`src/rtl/mem_access_stage.sv`:
```
// mem_access_stage: MEM stage of the rv32i pipeline, between EX/MEM and MEM/WB.
//   - Issues load/store requests to the data cache (read/write/resp handshake)
//     and generates byte enables.
//   - Aligns and sign/zero-extends load data.
//   - Stalls the pipeline while a request is outstanding.
//   - Registers the MEM/WB result.
//
// Ports:
//   clk, rst (sync, active-low)
//   in_*            EX/MEM entry (valid, load/store, funct3, addr, data, rd, regfile enable)
//   dmem_*          data cache request/response
//   stall           freeze upstream pipeline registers this cycle
//   wb_*            MEM/WB entry (also the mem_wb forwarding source)
//   misaligned_err  one-cycle pulse when a misaligned access was dropped
//   timeout_err     sticky flag, set after MAX_WAIT cycles in WAIT
//   dbg_state       current FSM state (0 = IDLE, 1 = WAIT)
//
// Handshake: a request is live while dmem_read or dmem_write is 1. Address,
// data and byte enables are held stable until the cycle in which dmem_resp
// pulses; that cycle completes the request (possibly the issue cycle itself).
module mem_access_stage #(
  parameter int unsigned MAX_WAIT = 256
) (
  input  logic        clk,
  input  logic        rst,
  input  logic        in_valid,
  input  logic        in_is_load,
  input  logic        in_is_store,
  input  logic [2:0]  in_funct3,
  input  logic [31:0] in_addr,
  input  logic [31:0] in_store_data,
  input  logic [31:0] in_alu_data,
  input  logic [4:0]  in_rd,
  input  logic        in_load_regfile,
  output logic        dmem_read,
  output logic        dmem_write,
  output logic [31:0] dmem_address,
  output logic [31:0] dmem_wdata,
  output logic [3:0]  dmem_mbe,
  input  logic [31:0] dmem_rdata,
  input  logic        dmem_resp,
  output logic        stall,
  output logic        wb_valid,
  output logic [4:0]  wb_rd,
  output logic        wb_load_regfile,
  output logic [31:0] wb_data,
  output logic        misaligned_err,
  output logic        timeout_err,
  output logic        dbg_state
);

  typedef enum logic {S_IDLE = 1'b0, S_WAIT = 1'b1} state_t;

  state_t      state_q, state_d;
  logic [31:0] req_addr_q, req_addr_d;
  logic [2:0]  req_funct3_q, req_funct3_d;
  logic [31:0] req_wdata_q, req_wdata_d;
  logic        req_is_load_q, req_is_load_d;
  logic        req_is_store_q, req_is_store_d;
  logic [15:0] wait_cnt_q, wait_cnt_d;
  logic        timeout_q, timeout_d;
  logic        wb_valid_q, wb_valid_d;
  logic [4:0]  wb_rd_q, wb_rd_d;
  logic        wb_lrf_q, wb_lrf_d;
  logic [31:0] wb_data_q, wb_data_d;
  logic        mis_err_q, mis_err_d;

  logic        is_mem, misaligned, mem_op, waiting, req_live;
  logic [31:0] cur_addr, cur_wdata, shifted, aligned;
  logic [2:0]  cur_funct3;
  logic        cur_is_load, cur_is_store;

  always_comb begin
    is_mem     = in_valid & (in_is_load | in_is_store);
    // funct3[1]==1 covers W and the 011/110/111 encodings treated as W.
    misaligned = is_mem & (((in_funct3[1:0] == 2'b01) & in_addr[0]) |
                           (in_funct3[1] & (in_addr[1:0] != 2'b00)));
    mem_op     = is_mem & ~misaligned;
    waiting    = (state_q == S_WAIT);

    // In WAIT the request comes from the latched copy so it stays stable.
    cur_addr     = waiting ? req_addr_q     : in_addr;
    cur_funct3   = waiting ? req_funct3_q   : in_funct3;
    cur_wdata    = waiting ? req_wdata_q    : in_store_data;
    cur_is_load  = waiting ? req_is_load_q  : in_is_load;
    cur_is_store = waiting ? req_is_store_q : in_is_store;

    req_live     = rst & (waiting | mem_op);
    dmem_read    = req_live & cur_is_load;
    dmem_write   = req_live & cur_is_store;
    dmem_address = {cur_addr[31:2], 2'b00};
    dmem_wdata   = cur_wdata;

    dmem_mbe = 4'b1111;
    if (!cur_is_load) begin
      case (cur_funct3[1:0])
        2'b00:   dmem_mbe = 4'b0001 << cur_addr[1:0];
        2'b01:   dmem_mbe = 4'b0011 << cur_addr[1:0];
        default: dmem_mbe = 4'b1111;
      endcase
    end

    stall = rst & ((~waiting & mem_op & ~dmem_resp) | (waiting & ~dmem_resp));

    shifted = dmem_rdata >> {cur_addr[1:0], 3'b000};
    case (cur_funct3)
      3'b000:  aligned = {{24{shifted[7]}}, shifted[7:0]};
      3'b100:  aligned = {24'h0, shifted[7:0]};
      3'b001:  aligned = {{16{shifted[15]}}, shifted[15:0]};
      3'b101:  aligned = {16'h0, shifted[15:0]};
      default: aligned = shifted;
    endcase

    state_d        = state_q;
    req_addr_d     = req_addr_q;
    req_funct3_d   = req_funct3_q;
    req_wdata_d    = req_wdata_q;
    req_is_load_d  = req_is_load_q;
    req_is_store_d = req_is_store_q;
    wait_cnt_d     = 16'd0;
    timeout_d      = timeout_q;

    if (!waiting) begin
      if (mem_op) begin
        req_addr_d     = in_addr;
        req_funct3_d   = in_funct3;
        req_wdata_d    = in_store_data;
        req_is_load_d  = in_is_load;
        req_is_store_d = in_is_store;
        if (!dmem_resp) state_d = S_WAIT;
      end
    end else if (dmem_resp) begin
      state_d = S_IDLE;
    end else begin
      // Count saturates at MAX_WAIT; the error stays set and we keep waiting.
      wait_cnt_d = (32'(wait_cnt_q) >= MAX_WAIT) ? wait_cnt_q : wait_cnt_q + 16'd1;
      if (32'(wait_cnt_q) + 32'd1 == MAX_WAIT) timeout_d = 1'b1;
    end

    wb_valid_d = wb_valid_q;
    wb_rd_d    = wb_rd_q;
    wb_lrf_d   = wb_lrf_q;
    wb_data_d  = wb_data_q;
    if (!stall) begin
      wb_valid_d = in_valid;
      wb_rd_d    = in_rd;
      wb_lrf_d   = in_valid & in_load_regfile & ~misaligned & (in_rd != 5'd0);
      wb_data_d  = in_is_load ? aligned : in_alu_data;
    end
    mis_err_d = ~stall & misaligned;
  end

  always_ff @(posedge clk) begin
    if (!rst) begin
      state_q        <= S_IDLE;
      req_addr_q     <= 32'h0;
      req_funct3_q   <= 3'h0;
      req_wdata_q    <= 32'h0;
      req_is_load_q  <= 1'b0;
      req_is_store_q <= 1'b0;
      wait_cnt_q     <= 16'd0;
      timeout_q      <= 1'b0;
      wb_valid_q     <= 1'b0;
      wb_rd_q        <= 5'd0;
      wb_lrf_q       <= 1'b0;
      wb_data_q      <= 32'h0;
      mis_err_q      <= 1'b0;
    end else begin
      state_q        <= state_d;
      req_addr_q     <= req_addr_d;
      req_funct3_q   <= req_funct3_d;
      req_wdata_q    <= req_wdata_d;
      req_is_load_q  <= req_is_load_d;
      req_is_store_q <= req_is_store_d;
      wait_cnt_q     <= wait_cnt_d;
      timeout_q      <= timeout_d;
      wb_valid_q     <= wb_valid_d;
      wb_rd_q        <= wb_rd_d;
      wb_lrf_q       <= wb_lrf_d;
      wb_data_q      <= wb_data_d;
      mis_err_q      <= mis_err_d;
    end
  end

  assign wb_valid        = wb_valid_q;
  assign wb_rd           = wb_rd_q;
  assign wb_load_regfile = wb_lrf_q;
  assign wb_data         = wb_data_q;
  assign misaligned_err  = mis_err_q;
  assign timeout_err     = timeout_q;
  assign dbg_state       = state_q;

endmodule

```
`config.mk`:
```
export PLATFORM = sky130hd
export DESIGN_NAME = mem_access_stage
export DESIGN_NICKNAME = d
export VERILOG_FILES = /design/src/rtl/mem_access_stage.sv
export SDC_FILE = /design/constraint.sdc
export NUM_CORES = 1
export LEC_CHECK = 0
export BUFFER_PORTS_ARGS = -buffer_cell sky130_fd_sc_hd__buf_4
export CORE_ASPECT_RATIO = 0.75
export CORE_UTILIZATION = 45
export CTS_BUF_LIST = sky130_fd_sc_hd__clkbuf_16
export CTS_CLUSTER_DIAMETER = 60
export DETAILED_ROUTE_END_ITERATION = 16
export PLACE_DENSITY_LB_ADDON = 0.15
export SKIP_LAST_GASP = 1
export SYNTH_ARGS = -nofsm -noshare
export SYNTH_HDL_FRONTEND = slang
export SYNTH_SLANG_ARGS = --single-unit
```
`constraint.sdc`:
```
create_clock -name clk -period 1.7 [get_ports clk]
set_input_delay 0.34 -clock clk [delete_from_list [all_inputs] [get_ports clk]]
set_output_delay 0.34 -clock clk [all_outputs]
set_load 0.005 [all_outputs]
```
### Word-level counts from Yosys, hierarchy flattened

Cells that the tools add are included.

* flip-flop bits (word level): 127
* output and inout bits: 113

* reductions and logical operators: 7
* order comparisons: 1
* multiplexer cells: 12
* equal/unequal tests: 6
* $add $sub $neg: 2
* bitwise operators: 25
* shift-type cells: 3

Operators by type and width (count)
* $pmux W32 S4: 1
* $mux W32: 3
* $shr A32 B5 Y32: 1
* $add A16 B1 Y17 const B: 1
* $eq A17 B9 Y1 const B: 1
* $add A16 B1 Y16 const B: 1
* $and A1 B1 Y1: 16
* $ge A16 B9 Y1 const B: 1
* $pmux W4 S2: 1
* $eq A3 B3 Y1 const B: 2
* $mux W1: 5
* $not A1 Y1: 5
* $reduce_bool A5 Y1: 1
* $eq A2 B1 Y1 const B: 2
* $mux W4: 1
* $or A1 B1 Y1: 4
* $shl A1 B2 Y4 const A: 1
* $shl A2 B2 Y4 const A: 1
* $eq A3 B1 Y1 const B: 1
* $logic_not A3 Y1: 1
* $mux W3: 1
* $reduce_and A3 Y1: 1
* $reduce_or A3 Y1: 1
* $logic_not A2 Y1: 1
* 2 further kinds: 2

### Logic depth before layout (Yosys ltp)

Gate-level depths: netlist of the first run.

* depth after elaboration: 12
* gate-level depth with buffers: 8

### Least setup slack after synthesis of the first run

No wires, ideal clock.

* kind: register to output
* start point: register state_q (netlist: dbg_state)
* end point: output port dmem_wdata[25]
* data arrival time: 1507 ps
* setup slack: -147 ps
* stages on the path, launching flop included: 7
* path through: dfxtp_1 > buf_6 > buf_6 > buf_6 > buf_2 > buf_2 > mux2_2

* word-level cells in the longest chain between the ends: 1

Ends and longest elaborated chain
* from (decl): RTL line 54 `state_t state_q, state_d;`
* from (signal assigned): RTL line 169 `state_q <= state_d;`
* $mux W32: RTL line 84 `cur_wdata = waiting ? req_wdata_q : in_store_data;`
* to (decl): RTL line 38 `output logic [31:0] dmem_wdata,`

Every way passes these cells.

### Worst setup path after layout of the first run

* start point: register state_q (netlist: dbg_state)
* end point: output port dmem_mbe[2]

* word-level cells in the longest chain between the ends: 4

Ends and longest elaborated chain
* $mux W32 or $mux W3 (tied branches): RTL line 82, 83
* $shl A2 B2 Y4, or another cell as far along: RTL line 98 `2'b01: dmem_mbe = 4'b0011 << cur_addr[1:0];`
* $pmux W4 S2: RTL line 96 `case (cur_funct3[1:0])`
* $mux W4 (*): RTL line 95 `if (!cur_is_load) begin`
* to (decl): RTL line 39 `output logic [3:0] dmem_mbe,`

Every way passes the cells marked *; elsewhere a longest branch is shown, timed or not.

==> out/results.txt, run 1 <==
In this run the core area contains 38 standard-cell rows. The endpoint arrival time on the critical path was 1760 ps. The path class of the tightest hold or removal check is primary input to flip-flop. For the initial antenna violation count, the log shows 0. The worst-case register-to-register setup slack was -400 ps; the count of flip-flops with a built-in enable after synthesis was 0.

The number of stages on the worst hold path was 3. Counting flops and latches in the post-synthesis netlist gives 127. The first detailed-routing pass ran for 5 iterations. The power per standard cell area was 809 nW/um2; the routed length per placed instance was 16.9 um. The count of maximum capacitance violations came out at 0. Entering global routing, the biggest net connects 61 pins. The placed cell area is 9530 um2, and the worst-case clock skew is 17.2 ps. The TritonCTS buffer count is 17.

Kind of end point of the critical path: a primary output. The tools report the number of filler cells placed in the layout as 1116. For this block, the routed nets add up to 23800 um of wire. The logs give 7545 for the total number of vias and 0.745 for the utilization of the core after routing. The netlist uses 62 different library cells. The beginning of the worst register-to-register path was dbg_state. The final hold violation count is 0. The most used flip-flop cell after synthesis is sky130_fd_sc_hd__dfxtp_1.

The logs give 476 MHz for the highest clock rate and 127 for the total number of clock tree sinks. Setup violations remaining at the end of the flow were counted as 101. For the met3 track demand over resource, the log shows 0.0881. In this run the number of H-tree levels came out at 4.

The tightest hold path in the finished design has a slack of 167 ps. The met2 usage came out at 0.455. Summing all multi-input logic gate instances after layout gives 4270 um2. The tightest slew margin relative to the limit is 0.556, and the sequential element share of the synthesized area is 0.376. The share of layout cells above drive strength 1 was 0.453. The floorplan step set the die width to 144 um.

The repair_antennas step left the layout with diodes totalling 0. The maximum net fanout on the critical path was 5; the signed area change from the synthesized netlist to the final layout was 60.4%. The cell count after synthesis came out at 855. The launching instance or port of the critical path was dbg_state.

After global routing, the most crowded layer is met2. The tools report the later-pin clock latency in the skew report as 420 ps. The classification of the worst setup path is flip-flop to primary output.

The post-CTS clock slew at the launch and capture registers of the worst setup and hold paths was 70 ps. For this design, the CTS-stage hold fixing added 0 buffers. The final reports fail on setup timing.

The actual slew at the worst max-slew pin is 666 ps, and the top-level port count is 256. The run finished, with violations left. Share of flip-flops with an asynchronous set or reset after synthesis: 0. The power consumption is 8.77 mW. The most frequent standard cell in the layout excluding fill and tap cells was sky130_fd_sc_hd__buf_4. Measured in cells, the most critical reg-to-reg path has a length of 8. In this run, the number of DRC markers left after iteration 0 of detailed routing was 414. The tools report the initial core utilization as 0.465. The global routing usage on met1 is 0.408. The number of global-route vias before repair was 7256. Data on the critical path is required at its endpoint by 1360 ps. The count of synthesis-stage warnings from yosys was 0. The worst hold path begins at in_store_data[30]. The final weighted congestion in routability-driven placement was 0.960; the detailed-placement wirelength estimate was 16500 um. For the largest buffer count on any clock path, the log shows 2. The region available for standard cell placement spans 14500 um2. Overall routing resource usage: 0.300.

The via density per instance is 5.34, and the overall die area is 15500 um2. Across the whole layout, storage elements account for 2550 um2. The setup slack after layout is -402 ps, and the count of buffers inserted at the top-level ports is 253.

Leaving out fill and tap cells, the most frequent cells in the layout are sky130_fd_sc_hd__buf_4 (353), sky130_fd_sc_hd__nand2_1 (214), sky130_fd_sc_hd__dfxtp_1 (126). Post-route cell area: 10800 um2. The post-route clock period utilization came out at 1.24.

The overflow left after global routing is 0. The clock root buffer is sky130_fd_sc_hd__clkbuf_16. The post-synthesis area per instance is 7.91 um2, and the post-synthesis cell area is 6760 um2. The run gives 4.61 nW as the cell leakage power.

TritonCTS built the clock tree. For the final max-slew violation count, the log shows 0. Setup repair after global routing could not meet its margin everywhere.

In this run the remaining antenna-violating nets after routing total 0. The net count of the finished layout is 1344. The floorplan step set the die height to 108 um. The DRC violation count after routing is 0. The nature of the critical path startpoint is a flip-flop. For the global-route wire length before repair, the log shows 36300 um.

IR analysis of the VDD net gives a maximum drop of 0.775 mV. The smallest clock period supported by the final layout is computed as 2100 ps.
## registers in the layout (all words and copies together), names as in the netlist
name and flops:
dbg_state 1, misaligned_err 1, req_addr_q 32, req_funct3_q 3, req_is_load_q 1, req_is_store_q 1, req_wdata_q 32, timeout_err 1
wait_cnt_q 16, wb_data 32, wb_load_regfile 1, wb_rd 5, wb_valid 1
## repair_timing
action / in CTS / in global routing
gates resized for setup: 70 / 34
setup endpoints to repair: 97 / 109
gates cloned: 1 / 1
pin swaps: 17 / 15
buffers inserted: 24 / 4
## routing by layer
layer / part of all wire / vias to the layer above / wire length (um)
li1: - / 3686 / -
met1: 0.44 / 3515 / 10600
met2: 0.45 / 312 / 10700
met3: 0.088 / 32 / 2100
met4: 0.020 / 0 / 467
met5: 0 / - / 0
## final cells by class
type	count	area share
clock buffers	17	0.0392
clock inverters	15	0.0138
inverters	21	0.00750
multi-input cells	648	0.394
flip-flops and latches	127	0.235
well taps	200	0.0231
repair buffers	384	0.287
## cells by family (layout without fill, tap and decap cells)
kind of cell / count (synthesis) / in the layout / share of synthesized area
DFF: 127 / 127 / 0.376
xor gates and xnor gates: 8 / 8 / 0.0104
buffers and inverters: 81 / 437 / 0.0528
other: 1 / 2 / 0.000555
adders and majority gates: 2 / 2 / 0.00370
AOI/OAI and AO/OA: 234 / 234 / 0.212
and+or+nand+nor: 313 / 313 / 0.198
muxes: 89 / 89 / 0.147
## metrics by stage
stage / TNS [ps] / worst slack [ps] / instances
2_1_floorplan: -2630 / -56.4 / 856
3_3_place_gp: -25880 / -389 / 1353
3_5_place_dp: -30060 / -461 / 1353
4_1_cts: -26300 / -374 / 1408
5_1_grt: -32690 / -476 / 1412
6_report: -28000 / -402 / 1412
## worst max-delay path, stage by stage (launching register included)
cell	delay (ps)
sky130_fd_sc_hd__dfxtp_4	400
sky130_fd_sc_hd__buf_6	110
sky130_fd_sc_hd__mux2i_1	200
sky130_fd_sc_hd__buf_4	180
sky130_fd_sc_hd__buf_6	110
sky130_fd_sc_hd__nand2_2	30
sky130_fd_sc_hd__o211ai_1	170
sky130_fd_sc_hd__buf_4	150
## report_power, final
part | switching, mW | internal, mW
clock network | 1.54 | 2.06
logic | 0.895 | 1.05
registers | 0.0898 | 3.13
## worst paths after layout
path	end
min	req_wdata_q[30]
max reg2reg	wb_data[27]
min reg2reg	wb_rd[0]
max	dmem_mbe[2]
## synthesized netlist by cell type, types with 6 or more instances
cell type	number	area share
sky130_fd_sc_hd__a211oi_1	7	0.0078
sky130_fd_sc_hd__dfxtp_1	127	0.38
sky130_fd_sc_hd__o21ai_1	11	0.0081
sky130_fd_sc_hd__mux2_2	64	0.11
sky130_fd_sc_hd__nand2_1	217	0.12
sky130_fd_sc_hd__a21oi_1	107	0.079
sky130_fd_sc_hd__a22oi_1	8	0.0089
sky130_fd_sc_hd__nor2_1	29	0.016
sky130_fd_sc_hd__nand4_1	6	0.0056
sky130_fd_sc_hd__nand3_1	18	0.013
sky130_fd_sc_hd__o2bb2ai_1	7	0.0091
sky130_fd_sc_hd__and2_1	8	0.0074
sky130_fd_sc_hd__inv_1	19	0.011
sky130_fd_sc_hd__buf_2	12	0.0089
sky130_fd_sc_hd__o41ai_1	6	0.0078
sky130_fd_sc_hd__clkbuf_1	42	0.023
sky130_fd_sc_hd__o21ai_0	52	0.039
sky130_fd_sc_hd__mux2i_1	22	0.033
sky130_fd_sc_hd__a221oi_1	8	0.010
Power figures use the tool's default switching activity.
==> run 2, diff against run 1 <==
--- a/config.mk
+++ b/config.mk
@@ -7,7 +7,7 @@
 export LEC_CHECK = 0
 export BUFFER_PORTS_ARGS = -buffer_cell sky130_fd_sc_hd__buf_4
 export CORE_ASPECT_RATIO = 0.75
-export CORE_UTILIZATION = 45
+export CORE_UTILIZATION = 50
 export CTS_BUF_LIST = sky130_fd_sc_hd__clkbuf_16
 export CTS_CLUSTER_DIAMETER = 60
 export DETAILED_ROUTE_END_ITERATION = 16
==> constraint.sdc (replaced) <==
create_clock -name clk -period 2 [get_ports clk]
set_input_delay 0.4 -clock clk [delete_from_list [all_inputs] [get_ports clk]]
set_output_delay 0.4 -clock clk [all_outputs]
set_load 0.005 [all_outputs]
==> out/results.txt, run 2 (same netlist as run 1, synthesis figures left out) <==
The type of the tightest min-delay check is primary input to flip-flop. Setup repair after global routing could not meet its margin everywhere. The power per standard cell area works out to 705 nW/um2 (-13%). On the critical path, the stage with the largest delay is an instance of sky130_fd_sc_hd__dfxtp_4. The tools report the number of filler cells placed in the layout as 925 (-17%).

The overall routing resource usage was 0.299 (-0.000917); the maximum net fanout on the critical path was 10 (+5). The run gives 36 (-5.3%) as the count of standard-cell rows. The flow ran to the end, but the final reports show violations.

The initial antenna violation count was 0 (unchanged); the endpoint arrival time on the critical path was 2440 ps (+680 ps). The overall die width was 136 um (-5.1%). The utilization of the core after routing is 0.778 (+0.0325), and the final weighted congestion in routability-driven placement is 1.00 (+4.5%). The run gives 32400 um (-11%) as the global-route wire length before repair.

Number of diodes: 0 (unchanged). The post-CTS clock slew at the launch and capture registers of the worst setup and hold paths was 60 ps (about the same). The classification of the worst setup path is flip-flop to flip-flop. The number of H-tree levels is 4 (unchanged). The total number of clock tree sinks was 127 (unchanged).

The tools report the largest voltage drop on the vdd net as 0.594 mV (-23%). In the layout the commonest cells are sky130_fd_sc_hd__buf_4 (300), sky130_fd_sc_hd__nand2_1 (216), sky130_fd_sc_hd__dfxtp_1 (126). The worst-case register-to-register setup slack was -140 ps (+260 ps); the number of global-route vias before repair was 6460 (-11%).

Subtracting the final worst setup slack from the clock period gives 2140 ps. The count of buffers inserted at the top-level ports was 253 (unchanged); the flip-flop and latch area was 2550 um2 (unchanged). Largest net degree at the start of global routing: 59 (-3.3%). The signal on the critical path passes through buf_4, mux2i_4, buf_12, buf_4, mux2i_1, o2bb2ai_1, a221oi_2, o21ai_1.

For the wire length reported by the detailed router, the log shows 22800 um (-4.5%). The count of maximum capacitance violations is 0 (unchanged), and the via density per instance is 5.66 (+5.9%). The combined buffer and inverter count along the critical path was 3 (-1). The run gives 0 (unchanged) as the final hold violation count.

The delay of the slowest critical-path stage works out to 420 ps (+20 ps). Nature of the critical path startpoint: a flip-flop. Final max-slew violation count: 0 (unchanged). The cell count after placement is 1264 (-6.6%), and the total number of vias is 7488 (-0.76%). The aggregate negative setup slack was -2750 ps (+25250 ps).

The tools report the setup slack after layout as -144 ps (+258 ps). The overflow left after global routing came out at 0 (unchanged). The run gives 4120 um2 (-3.6%) as the area used by multi-input combinational logic.

The tree is rooted in a sky130_fd_sc_hd__clkbuf_16. For the later-pin clock latency in the skew report, the log shows 420 ps (about the same). Compared with the post-synthesis result, the final layout area differs by 50.8%. The required time of the critical path came out at 2300 ps (+940 ps). The run gives 14000 um2 (-9.8%) as the overall die area. The height of the die was 103 um (-5.0%); the first-pass iteration count of the detailed router was 5 (unchanged). The violation count after the first detailed-route iteration was 665 (+61%). The post-placement setup slack was -4.05 ps (+457 ps). TritonCTS built the clock tree. The post-route clock period utilization is 1.07. The highest clock rate was 466 MHz; the routed length per placed instance was 17.2 um (+1.9%).

The tightest slew margin relative to the limit was 0.538 (-0.0181); the worst-case clock skew was 12.8 ps (-4.37 ps). The critical path's top delay family is multiplexers. The cell that appears most often on the critical path is sky130_fd_sc_hd__buf_4.

The actual slew at the worst max-slew pin came out at 693 ps (+26.3 ps). The detailed-placement wirelength estimate was 15300 um (-7.1%). The tools report the kind of end point of the critical path as a flip-flop. Top-level port count: 256 (unchanged). The tools report the number of antenna-violating nets in the routed design as 0 (unchanged). The area of the core region was 13100 um2 (-9.9%); the filler-free cell count of the finished design was 1323 (-6.3%). The final reports fail on setup timing. The tools report the net count reported at finish as 1284 (-4.5%). Leaving out fill and tap cells, the most frequent cell in the layout is sky130_fd_sc_hd__buf_4. Share of layout cells above drive strength 1: 0.413 (-0.0398).

The TritonCTS buffer count was 17 (unchanged); the count of final setup violators was 84 (-17%). Initial core utilization: 0.516 (+0.0511). The cell leakage power was 4.30 nW (-6.8%).

The tools report the power consumption as 7.19 mW (-18%). The logs give 0 (unchanged) for the DRC violation count after routing and 2 (unchanged) for the largest buffer count on any clock path.
[run 2: layout make-up]
cell class | instances | share of cell area
clock buffer | 17 | 0.0417
clock inverter | 15 | 0.0135
inverter | 21 | 0.00798
multi-input combinational | 648 | 0.404
sequential | 127 | 0.250
tap | 171 | 0.0210
timing repair buffer | 324 | 0.262
[run 2: metrics by stage]
stage	hold slack, ps	area [um2]
after floorplan	433	6760
after global placement	434	8990
after detailed placement	439	8990
after CTS	220	9730
after global routing	215	10200
final	234	10200
[run 2: final timing paths]
| path | startpoint | end | cells past startpoint |
|---|---|---|---|
| worst max register to register | dbg_state | wb_data[12] | 8 |
| worst min-delay path | in_store_data[6] | req_wdata_q[6] | 3 |
| worst max-delay path | dbg_state | wb_data[12] | 8 |
| worst min register to register | wb_data[9] | wb_data[9] | 2 |
[run 2: report_power, final]
part           switching, mW  internal (mW)
combinational          0.697          0.790
clock                   1.23           1.73
sequential            0.0806           2.66
[run 2: worst min-delay path, stage by stage]
cell                      delay [ps]
sky130_fd_sc_hd__buf_4           110
sky130_fd_sc_hd__nand2_1          40
sky130_fd_sc_hd__a21oi_1          50
[run 2: repair_timing]
action,in CTS,in global routing
cloned,1,5
setup buffers,10,12
resized for setup,21,55
endpoints found under the hold margin,0,0
endpoints found under the setup margin,55,93
pin swaps,3,16
hold buffers,0,0
[run 2: routing by layer]
| layer | part of all wire | GRT usage |
|---|---|---|
| met5 | 0 | 0 |
| met2 | 0.44 | 0.426 |
| met4 | 0.028 | 0.121 |
| met1 | 0.44 | 0.416 |
| met3 | 0.097 | 0.0949 |
==> run 3, diff against run 2 <==
--- a/config.mk
+++ b/config.mk
@@ -6,7 +6,7 @@
 export NUM_CORES = 1
 export LEC_CHECK = 0
 export BUFFER_PORTS_ARGS = -buffer_cell sky130_fd_sc_hd__buf_4
-export CORE_ASPECT_RATIO = 0.75
+export CORE_ASPECT_RATIO = 1.4
 export CORE_UTILIZATION = 50
 export CTS_BUF_LIST = sky130_fd_sc_hd__clkbuf_16
 export CTS_CLUSTER_DIAMETER = 60
==> out/results.txt, run 3 (same netlist as run 1, synthesis figures left out) <==
The run finished, with violations left. The checks that failed: setup timing. The run gives 13000 um2 (-0.84%) as the area of the core region. The via density per instance was 5.67 (+0.13%); the routed length per placed instance was 17.2 um (-0.30%).

The logs give -70 ps (+70 ps) for the worst-case register-to-register setup slack and 17 (unchanged) for the TritonCTS buffer count. The post-CTS clock slew at the launch and capture registers of the worst setup and hold paths was 60 ps (about the same). The violation count after the first detailed-route iteration is 510 (-23%), and the utilization of the core after routing is 0.783 (+0.00495). The overall die area was 14000 um2 (about the same).

The number of filler cells placed in the layout came out at 937 (+1.3%). The power per standard cell area was 732 nW/um2 (+3.7%). Number of H-tree levels: 4 (unchanged).

For the number of antenna-violating nets in the routed design, the log shows 0 (unchanged). For the setup slack after layout, the log shows -192 ps (-47.7 ps). Most frequent standard cell in the layout excluding fill and tap cells: sky130_fd_sc_hd__buf_4. The overall routing resource usage was 0.301 (+0.00247). The number of global-route vias before repair was 7055 (+9.2%).

The post-placement setup slack was -91.3 ps (-87.2 ps). The cell count after placement came out at 1270 (+0.47%). For the overflow left after global routing, the log shows 0 (unchanged). Setup repair after global routing could not meet its margin everywhere. The DRC violation count after routing is 0 (unchanged), and the share of layout cells above drive strength 1 is 0.408 (-0.00524). The part of the total power dissipated in sequential elements is 0.369 (-0.013), and the highest clock rate is 456 MHz (-2.2%). The tools report the clock root buffer as sky130_fd_sc_hd__clkbuf_16. The cell count of the worst reg-to-reg path is 10 (+2), and the filler-free cell count of the finished design is 1335 (+0.91%). Number of stages on the worst hold path: 3 (unchanged).

The library cells used most frequently in the layout, excluding fill and tap cells, are sky130_fd_sc_hd__buf_4 (308), sky130_fd_sc_hd__nand2_1 (214), sky130_fd_sc_hd__dfxtp_1 (126). For the largest buffer count on any clock path, the log shows 2 (unchanged). The logs give 0.711 mV (+20%) for the largest voltage drop on the vdd net and 127 (unchanged) for the total number of clock tree sinks. In this run the critical register-to-register path is launched from dbg_state. The worst-case clock skew is 10.4 ps (-2.42 ps), and the count of buffers inserted at the top-level ports is 253 (unchanged). Walking the worst path, the cells encountered are buf_6, nor3b_2, a31oi_2, buf_4, o211ai_1, buf_4. STA classifies the critical path startpoint as a flip-flop. Power consumption: 7.44 mW (+3.5%).

The post-route clock period utilization is 1.10 (+0.0239), and the later-pin clock latency in the skew report is 410 ps (about the same). The detailed-placement wirelength estimate is 15200 um (-0.66%). For the initial core utilization, the log shows 0.520 (+0.00437). The wire length reported by the detailed router was 22900 um (+0.60%); the switching fraction of total power was 0.270 (-0.00904). The count of standard-cell rows was 49 (+36%); the top-level port count was 256 (unchanged). Maximum net fanout on the critical path: 8 (-2).

The largest net degree at the start of global routing was 70 (+19%); the final max-slew violation count was 0 (unchanged). The logs give 0.433 (+0.021) for the clock network fraction of design power and 0 (unchanged) for the number of diodes. The signed area change from the synthesized netlist to the final layout was 50.5%. The logs give 5 (unchanged) for the first-pass iteration count of the detailed router and 1600 ps (-700 ps) for the required time of the critical path. The tightest slew margin relative to the limit was 0.553 (+0.0150); the total number of vias was 7566 (+1.0%). The worst register-to-register path ends at wb_data[27]. The startpoint identified for the worst hold timing path is in_addr[13]. The actual slew at the worst max-slew pin is 670 ps (-22.5 ps), and the initial antenna violation count is 0 (unchanged). Count of maximum capacitance violations: 0 (unchanged). The overall die width is 100 um (-26%).

TritonCTS built the clock tree. The net count reported at finish was 1289 (+0.39%); the final hold violation count was 0 (unchanged). The setup path with the least slack is of type flip-flop to primary output. The cell-internal power was 5.43 mW (+4.8%); the endpoint arrival time on the critical path was 1790 ps (-650 ps). The height of the die works out to 140 um (+36%).

Cell repeated most along the worst path: sky130_fd_sc_hd__buf_4. The delay of the slowest critical-path stage is 390 ps (-30 ps), and the cell leakage power is 4.31 nW (+0.24%). The slowest cell on the critical path is sky130_fd_sc_hd__dfxtp_4. The path class of the tightest hold or removal check is primary input to flip-flop. The tools report the global-route wire length before repair as 33900 um (+4.7%). For hold timing, the worst endpoint is req_addr_q[13].

The quantity of hold-fixing buffers added after cts came out at 0 (unchanged). The count of final setup violators was 78 (-7.1%). Kind of end point of the critical path: a primary output. The logs give 0.198 (-0.009) for the combinational fraction of design power and 2.01 mW (+0.18%) for the switching power total.

Post-route minimum period: 2190 ps (+47.7 ps). Final weighted congestion in routability-driven placement: 0.907 (-9.6%).
[run 3: area by class of cell]
cell class | instances | area (um2) | share of cell area
Clock buffer | 17 | 425 | 0.0418
Clock inverter | 15 | 184 | 0.0181
Inverter | 21 | 81.3 | 0.00800
Multi-Input combinational cell | 649 | 4070 | 0.400
Sequential cell | 127 | 2550 | 0.250
Tap cell | 178 | 223 | 0.0219
Timing Repair Buffer | 328 | 2650 | 0.260
[run 3: what timing repair did]
action	CTS	global route
gates resized for setup	11	48
buffers inserted	10	20
gates cloned	0	4
pin swaps	2	13
endpoints found under the setup margin	72	93
[run 3: metal layers]
metal | GRT usage | part of all wire | vias up | wire length (um)
met2 | 0.510 | 0.50 | 409 | 11400
met3 | 0.0738 | 0.086 | 72 | 1970
li1 | - | - | 3569 | -
met1 | 0.356 | 0.38 | 3516 | 8650
met4 | 0.137 | 0.039 | 0 | 887
met5 | 0 | 0 | - | 0
[run 3: power by group through the flow]
stage,logic (mW),registers [mW],clock network (mW)
after floorplan,0.600,2.78,0
after global placement,1.28,2.79,0
after detailed placement,1.29,2.80,0
after CTS,1.34,2.74,3.26
after global routing,1.58,2.76,3.36
final,1.47,2.75,3.22
[run 3: critical path, delay by kind of cell, from the launching register on]
| family | cells | cell delay, ps |
|---|---|---|
| AND/OR/NAND/NOR | 1 | 210 |
| AO/OA/AOI/OAI | 2 | 330 |
| buffers and inverters | 3 | 460 |
| flip-flops | 1 | 390 |
[run 3: how the worst max path moves through the flow]
stage                from             end  slack, ps
2_1_floorplan   dbg_state  dmem_wdata[25]         90
3_3_place_gp   in_addr[0]     wb_data[25]         30
3_5_place_dp   in_addr[0]     wb_data[29]        -90
4_1_cts         dbg_state           stall       -160
5_1_grt         dbg_state     dmem_mbe[2]       -270
6_report        dbg_state     dmem_mbe[2]       -190
[run 3: per-stage QoR]
step                TNS [ps]  instance area (um2)  hold slack, ps
finish                 -5320                10200             237
global route           -9780                10200             236
CTS                    -5120                 9740             228
detailed placement      -286                 9020             436
global placement           0                 9020             436
floorplan                  0                 6760             433
